**src/rtl/fir_xifu_pkg.sv**
```systemverilog
// Shared types for the XIF commit tracker: per-entry lifecycle state and entry record.
// Ids are stored zero-extended to XIF_ID_WIDTH_MAX so the record type is width-independent.
package fir_xifu_pkg;

  localparam int unsigned XIF_ID_WIDTH_MAX = 16;

  typedef enum logic [1:0] {
    ENTRY_FREE      = 2'd0,
    ENTRY_ISSUED    = 2'd1,
    ENTRY_COMMITTED = 2'd2,
    ENTRY_KILLED    = 2'd3
  } entry_state_e;

  typedef struct packed {
    logic [XIF_ID_WIDTH_MAX-1:0] id;
    entry_state_e                state;
  } entry_t;

endpackage

```
**src/rtl/fir_xifu_commit_cam.sv**
```systemverilog
// Oldest-first id match over the circular entry buffer: finds the first ISSUED entry,
// starting at the read pointer, whose id equals i_id.
module fir_xifu_commit_cam
  import fir_xifu_pkg::*;
#(
  parameter int NB = 4,
  parameter int PW = 2
) (
  input  entry_t                      i_entries [NB],
  input  logic [PW-1:0]               i_rd_ptr,
  input  logic [XIF_ID_WIDTH_MAX-1:0] i_id,
  output logic                        o_hit,
  output logic [PW-1:0]               o_idx
);

  logic [PW-1:0] w_idx;

  // Scan youngest-to-oldest so the oldest match is the one left standing.
  always_comb begin
    o_hit = 1'b0;
    o_idx = i_rd_ptr;
    w_idx = i_rd_ptr;
    for (int k = NB - 1; k >= 0; k--) begin
      w_idx = i_rd_ptr + PW'(k);
      if (i_entries[w_idx].state == ENTRY_ISSUED && i_entries[w_idx].id == i_id) begin
        o_hit = 1'b1;
        o_idx = w_idx;
      end
    end
  end

endmodule

```
**src/rtl/fir_xifu_commit_tracker.sv**
```systemverilog
// In-order tracker for offloaded XIF instructions: issue/commit/kill bookkeeping and head writeback.
// Optional perf counters (successful commits, kills) when FIR_XIFU_TRACKER_PERF_EN is defined.
module fir_xifu_commit_tracker
  import fir_xifu_pkg::*;
#(
  parameter int NB_OUTSTANDING = 4,
  parameter int ID_WIDTH       = 4
) (
  input  logic                                  clk_i,
  input  logic                                  rst_i,
  input  logic                                  issue_valid_i,
  input  logic [ID_WIDTH-1:0]                   issue_id_i,
  output logic                                  issue_ready_o,
  input  logic                                  commit_valid_i,
  input  logic [ID_WIDTH-1:0]                   commit_id_i,
  input  logic                                  commit_kill_i,
  output logic                                  head_valid_o,
  output logic [ID_WIDTH-1:0]                   head_id_o,
  input  logic                                  retire_i,
  output logic [$clog2(NB_OUTSTANDING+1)-1:0]   count_o,
  output logic                                  err_o
`ifdef FIR_XIFU_TRACKER_PERF_EN
  ,
  output logic [31:0]                           n_commit_o,
  output logic [31:0]                           n_kill_o
`endif
);

  localparam int PW = $clog2(NB_OUTSTANDING);
  localparam int CW = $clog2(NB_OUTSTANDING + 1);

  entry_t        r_entries [NB_OUTSTANDING];
  logic [PW-1:0] r_rd_ptr;
  logic [PW-1:0] r_wr_ptr;
  logic [CW-1:0] r_count;
  logic          r_err;

  logic [XIF_ID_WIDTH_MAX-1:0] w_issue_id;
  logic [XIF_ID_WIDTH_MAX-1:0] w_commit_id;
  logic          w_empty, w_full, w_push, w_pop, w_drop, w_deq;
  logic          w_cam_hit, w_dup_hit, w_commit_hit, w_err_evt;
  logic [PW-1:0] w_cam_idx, w_dup_idx;

  assign w_issue_id  = XIF_ID_WIDTH_MAX'(issue_id_i);
  assign w_commit_id = XIF_ID_WIDTH_MAX'(commit_id_i);

  assign w_empty = (r_count == '0);
  assign w_full  = (r_count == CW'(NB_OUTSTANDING));

  assign issue_ready_o = !w_full;
  assign head_valid_o  = !w_empty && (r_entries[r_rd_ptr].state == ENTRY_COMMITTED);
  assign head_id_o     = w_empty ? '0 : r_entries[r_rd_ptr].id[ID_WIDTH-1:0];
  assign count_o       = r_count;
  assign err_o         = r_err;

  assign w_push = issue_valid_i && !w_full;
  assign w_pop  = retire_i && head_valid_o;
  assign w_drop = !w_empty && (r_entries[r_rd_ptr].state == ENTRY_KILLED);
  assign w_deq  = w_pop || w_drop;

  fir_xifu_commit_cam #(.NB(NB_OUTSTANDING), .PW(PW)) u_commit_cam (
    .i_entries (r_entries),
    .i_rd_ptr  (r_rd_ptr),
    .i_id      (w_commit_id),
    .o_hit     (w_cam_hit),
    .o_idx     (w_cam_idx)
  );

  // Second lookup flags an issue whose id is still awaiting its commit.
  fir_xifu_commit_cam #(.NB(NB_OUTSTANDING), .PW(PW)) u_dup_cam (
    .i_entries (r_entries),
    .i_rd_ptr  (r_rd_ptr),
    .i_id      (w_issue_id),
    .o_hit     (w_dup_hit),
    .o_idx     (w_dup_idx)
  );

  assign w_commit_hit = commit_valid_i && w_cam_hit;
  assign w_err_evt    = (commit_valid_i && !w_cam_hit) ||
                        (issue_valid_i && (w_full || w_dup_hit));

  // A matched entry is ISSUED, so it never aliases the dequeued head or the free write slot.
  always_ff @(posedge clk_i) begin
    if (rst_i) begin
      for (int i = 0; i < NB_OUTSTANDING; i++) begin
        r_entries[i] <= '0;
      end
      r_rd_ptr <= '0;
      r_wr_ptr <= '0;
      r_count  <= '0;
      r_err    <= 1'b0;
    end else begin
      if (w_push) begin
        r_entries[r_wr_ptr] <= '{id: w_issue_id, state: ENTRY_ISSUED};
        r_wr_ptr            <= r_wr_ptr + PW'(1);
      end
      if (w_commit_hit) begin
        r_entries[w_cam_idx].state <= commit_kill_i ? ENTRY_KILLED : ENTRY_COMMITTED;
      end
      if (w_deq) begin
        r_entries[r_rd_ptr].state <= ENTRY_FREE;
        r_rd_ptr                  <= r_rd_ptr + PW'(1);
      end
      if (w_push && !w_deq) begin
        r_count <= r_count + CW'(1);
      end else if (!w_push && w_deq) begin
        r_count <= r_count - CW'(1);
      end
      if (w_err_evt) begin
        r_err <= 1'b1;
      end
    end
  end

`ifdef FIR_XIFU_TRACKER_PERF_EN
  logic [31:0] r_n_commit;
  logic [31:0] r_n_kill;

  always_ff @(posedge clk_i) begin
    if (rst_i) begin
      r_n_commit <= '0;
      r_n_kill   <= '0;
    end else if (w_commit_hit) begin
      if (commit_kill_i) r_n_kill <= r_n_kill + 32'd1;
      else               r_n_commit <= r_n_commit + 32'd1;
    end
  end

  assign n_commit_o = r_n_commit;
  assign n_kill_o   = r_n_kill;
`endif

endmodule

```
**config.mk**
```make
export PLATFORM = sky130hd
export DESIGN_NAME = fir_xifu_commit_tracker
export DESIGN_NICKNAME = d
export VERILOG_FILES = /design/src/rtl/fir_xifu_pkg.sv /design/src/rtl/fir_xifu_commit_cam.sv /design/src/rtl/fir_xifu_commit_tracker.sv
export SDC_FILE = /design/constraint.sdc
export NUM_CORES = 1
export LEC_CHECK = 0
export BUFFER_PORTS_ARGS = -buffer_cell sky130_fd_sc_hd__buf_2
export CELL_PAD_IN_SITES_DETAIL_PLACEMENT = 2
export CELL_PAD_IN_SITES_GLOBAL_PLACEMENT = 2
export CORE_ASPECT_RATIO = 1.25
export CORE_MARGIN = 2
export CORE_UTILIZATION = 34
export DETAILED_ROUTE_END_ITERATION = 8
export GPL_TIMING_DRIVEN = 0
export PLACE_DENSITY_LB_ADDON = 0.3
export SYNTH_ARGS = -nofsm -noshare
export SYNTH_HDL_FRONTEND = slang
export SYNTH_SLANG_ARGS = --single-unit
```
**constraint.sdc**
```tcl
create_clock -name clk_i -period 4.4 [get_ports clk_i]
set_input_delay 0.88 -clock clk_i [delete_from_list [all_inputs] [get_ports clk_i]]
set_output_delay 0.88 -clock clk_i [all_outputs]
set_load 0.005 [all_outputs]
```
==> run_summary.xml <==
<?xml version="1.0" encoding="UTF-8"?>
<metrics>
  <group name="cts">
    <metric name="cts_num_sinks" unit="">80</metric>
    <metric name="tritoncts.num_buffers" unit="">9</metric>
    <metric name="clock_pin_slew_on_the_worst_setup_and_hold_paths" unit="ns">0.07</metric>
    <metric name="clock_insertion_delay_at_the_later_pin_of_the_skew_report" unit="ns">0.34</metric>
    <metric name="htree_num_levels" unit="">3</metric>
    <metric name="clock_tree.buffer_depth" unit="">2</metric>
    <metric name="post_cts_hold_buffer_count" unit="">0</metric>
    <metric name="tritoncts_clock_tree" unit="">yes</metric>
    <metric name="cts_root_buffer" unit="">sky130_fd_sc_hd__clkbuf_16</metric>
    <metric name="total_setup_buffers_inserted_after_cts" unit="">0</metric>
    <metric name="cts_resized" unit="">0</metric>
  </group>
  <group name="placement">
    <metric name="gp_routability_congestion" unit="">0.854</metric>
    <metric name="place_ws" unit="ns">0.285</metric>
    <metric name="dp_hpwl" unit="um">9560</metric>
    <metric name="instance_area_at_placement" unit="mm^2">0.00446</metric>
    <metric name="placed_cells" unit="">622</metric>
    <metric name="port_buffers" unit="">19</metric>
  </group>
  <group name="routing">
    <metric name="route.detailed.vias_per_inst" unit="">5.39</metric>
    <metric name="wl_met3" unit="um">265</metric>
    <metric name="route.vias.total" unit="">3436</metric>
    <metric name="drt-wirelength-per-cell" unit="um">20.0</metric>
    <metric name="antenna_nets_post_route" unit="">0</metric>
    <metric name="drt-met1-wl" unit="um">5290</metric>
    <metric name="detailroute.wirelength.met2" unit="um">6930</metric>
    <metric name="top_layer" unit="">met4</metric>
    <metric name="detail_route.iter0.violations" unit="">77</metric>
    <metric name="drt_pre_antenna_iters" unit="">5</metric>
    <metric name="routed_wirelength" unit="um">12800</metric>
    <metric name="drc" unit="">0</metric>
  </group>
  <group name="job">
    <metric name="max-cap-violations" unit="">0</metric>
  </group>
  <group name="global_routing">
    <metric name="grt_first_pass_wirelength" unit="um">21100</metric>
    <metric name="grt_antenna_before_repair" unit="">0</metric>
    <metric name="grt.overflow.total" unit="">0</metric>
    <metric name="first_global_vias" unit="">3882</metric>
    <metric name="grt_usage" unit="%">21.3</metric>
    <metric name="pin_count_of_the_biggest_net_entering_global_routing" unit="">16</metric>
  </group>
  <group name="floorplan">
    <metric name="floorplan.die_area" unit="mm^2">0.0131</metric>
    <metric name="placement_rows" unit="">45</metric>
    <metric name="starting_density" unit="%">34.5</metric>
    <metric name="floorplan.die.height" unit="um">128</metric>
    <metric name="floorplan.die.width" unit="um">103</metric>
    <metric name="boundary_pin_count" unit="">24</metric>
    <metric name="core_area" unit="mm^2">0.0120</metric>
  </group>
  <group name="synthesis">
    <metric name="syn_area_per_cell" unit="um^2">9.47</metric>
    <metric name="synth_async_sr_flop_share" unit="%">0</metric>
    <metric name="synth-warning-count" unit="">0</metric>
    <metric name="yosysSeqAreaShare" unit="%">38.5</metric>
    <metric name="count_of_cell_types_in_the_netlist" unit="">51</metric>
    <metric name="synth.largest_area_cell" unit="">sky130_fd_sc_hd__dfxtp_1</metric>
    <metric name="synthesis.instances" unit="">439</metric>
    <metric name="synth_flop_cell" unit="">sky130_fd_sc_hd__dfxtp_1</metric>
    <metric name="synth-edff-count" unit="">0</metric>
    <metric name="cell_area_after_technology_mapping" unit="mm^2">0.00416</metric>
    <metric name="synth_fp_nets" unit="">463</metric>
    <metric name="netlist.area_leader.share" unit="%">38.5</metric>
    <metric name="ys_seq_elements" unit="">80</metric>
    <metric name="largest_cells_by_area_after_synthesis" unit="">sky130_fd_sc_hd__dfxtp_1 (39%), sky130_fd_sc_hd__mux4_2 (8.1%), sky130_fd_sc_hd__and2_1 (7.7%)</metric>
  </group>
  <group name="sta">
    <metric name="fin_tns_setup" unit="ns">0</metric>
    <metric name="setup_viol_count_final" unit="">0</metric>
    <metric name="layout_setup_ws" unit="ns">0.285</metric>
    <metric name="timing.clock.skew" unit="ns">0.00922</metric>
    <metric name="relSlewSlack" unit="%">37.5</metric>
    <metric name="worstMarginPinSlew" unit="ns">0.931</metric>
    <metric name="min_period" unit="ns">4.11</metric>
    <metric name="fin_crit_sh" unit="%">93.5</metric>
    <metric name="grt_setup_unrepaired" unit="">false</metric>
    <metric name="drv_slew" unit="">0</metric>
    <metric name="whs" unit="ns">0.463</metric>
    <metric name="max_clock_freq" unit="MHz">243</metric>
    <metric name="hold_violations" unit="">0</metric>
  </group>
  <group name="cells_and_area">
    <metric name="insertedDiodeCount" unit="">0</metric>
    <metric name="multi_input_area" unit="mm^2">0.00241</metric>
    <metric name="layout.nets" unit="">493</metric>
    <metric name="reg_area" unit="mm^2">0.00160</metric>
    <metric name="n_fill_cell" unit="">1332</metric>
    <metric name="layout.cells.non_filler" unit="">638</metric>
    <metric name="final_layout_size_suffix_gt1_share" unit="%">13.7</metric>
    <metric name="area_delta_synth_final" unit="%">16.2</metric>
    <metric name="final_core_util" unit="%">40.1</metric>
    <metric name="finalInstanceArea" unit="mm^2">0.00483</metric>
  </group>
  <group name="worst_setup_path">
    <metric name="startpoint_type" unit="">flop</metric>
    <metric name="critPathKind" unit="">reg -&gt; reg</metric>
    <metric name="arrival" unit="ns">4.38</metric>
    <metric name="path_max_fanout" unit="">10</metric>
    <metric name="cp-startpoint" unit="">r_rd_ptr[0]$_SDFFE_PP0N_</metric>
    <metric name="critical_path.reg2reg.startpoint" unit="">r_rd_ptr[0]$_SDFFE_PP0N_</metric>
    <metric name="critPathCaptureType" unit="">flop</metric>
    <metric name="required" unit="ns">4.66</metric>
  </group>
  <group name="power">
    <metric name="power.leakage" unit="nW">1.80</metric>
    <metric name="ir_worst_vdd" unit="V">0.000190</metric>
    <metric name="totalPowerFinal" unit="mW">1.99</metric>
    <metric name="powerDensity" unit="mW/mm^2">412</metric>
  </group>
  <group name="outcome">
    <metric name="status" unit="">complete, no violations</metric>
  </group>
  <group name="min_path">
    <metric name="min_path_type" unit="">reg -&gt; reg</metric>
  </group>
</metrics>
-- synth_stat cells, drive strengths merged, types with 12 or more instances --
master and n:
and2 51, a21oi 38, xnor2 25, mux4 18
nand2 38, nand3 21, buf 12, nor4 18
nor2 18, nand4 21, dfxtp 80, xor2 12
-- path summary, 6_finish.rpt --
check | cells past startpoint | to | slack, ns
hold reg to reg | 1 | flop | 0.46
setup reg to reg | 13 | r_entries[19]$_SDFF_PP0_ | 0.29
hold / removal | 1 | flop | 0.46
setup / recovery | 13 | r_entries[19]$_SDFF_PP0_ | 0.29
-- routing by layer --
layer / GRT usage [%] / vias up
met3: 3.34 / 19
met5: 0 / -
met2: 38.7 / 45
li1: - / 1628
met4: 7.43 / 0
met1: 24.8 / 1744
-- report_power, final --
| part | internal, mW | switching [mW] | total, mW |
|---|---|---|---|
| logic | 0.103 | 0.161 | 0.264 |
| clock network | 0.620 | 0.323 | 0.943 |
| registers | 0.749 | 0.0341 | 0.783 |
-- cell families after synthesis --
group | synth area share (%)
flops | 38.5
fa+ha+maj | 3.19
simple gates | 25.8
compound gates | 10.3
xor+xnor | 7.98
buf+inv | 3.43
mux | 10.7
-- critical path, stage by stage (launching register included) --
cell                       delay (ns)
sky130_fd_sc_hd__dfxtp_1         0.48
sky130_fd_sc_hd__buf_6           0.22
sky130_fd_sc_hd__buf_2           0.27
sky130_fd_sc_hd__inv_1           0.20
sky130_fd_sc_hd__ha_1            0.36
sky130_fd_sc_hd__buf_6           0.16
sky130_fd_sc_hd__mux4_2          0.56
sky130_fd_sc_hd__xor2_1          0.18
sky130_fd_sc_hd__nor4_2          0.48
sky130_fd_sc_hd__o21ai_1         0.17
sky130_fd_sc_hd__o21a_1          0.15
sky130_fd_sc_hd__a221oi_2        0.35
sky130_fd_sc_hd__nand2_1         0.19
sky130_fd_sc_hd__o31ai_2         0.26
-- layout by cell type, fill, tap and decap left out, drive strengths merged, types with 3 or more instances in the layout --
master / instances
inv: 13
nand3: 21
clkbuf: 17
ha: 9
dfxtp: 80
o211ai: 3
mux4: 18
and2: 51
xor2: 12
xnor2: 25
o21a: 3
bufinv: 4
buf: 31
nand2: 38
nand2b: 4
mux2i: 3
a211oi: 3
a21oi: 38
nand4: 21
o21ai: 9
nor4: 18
nor2: 18
o31ai: 3
nor2b: 9
-- cell type report --
cell class | instances | share of cell area (%)
clock buffers | 9 | 4.66
plain buffers | 20 | 2.18
multi-input cells | 329 | 49.9
clock inverters | 7 | 3.08
repair buffers | 19 | 1.97
inverters | 10 | 0.777
flip-flops and latches | 80 | 33.2
well taps | 164 | 4.25
Note: power is estimated with default switching activity, not from simulation.
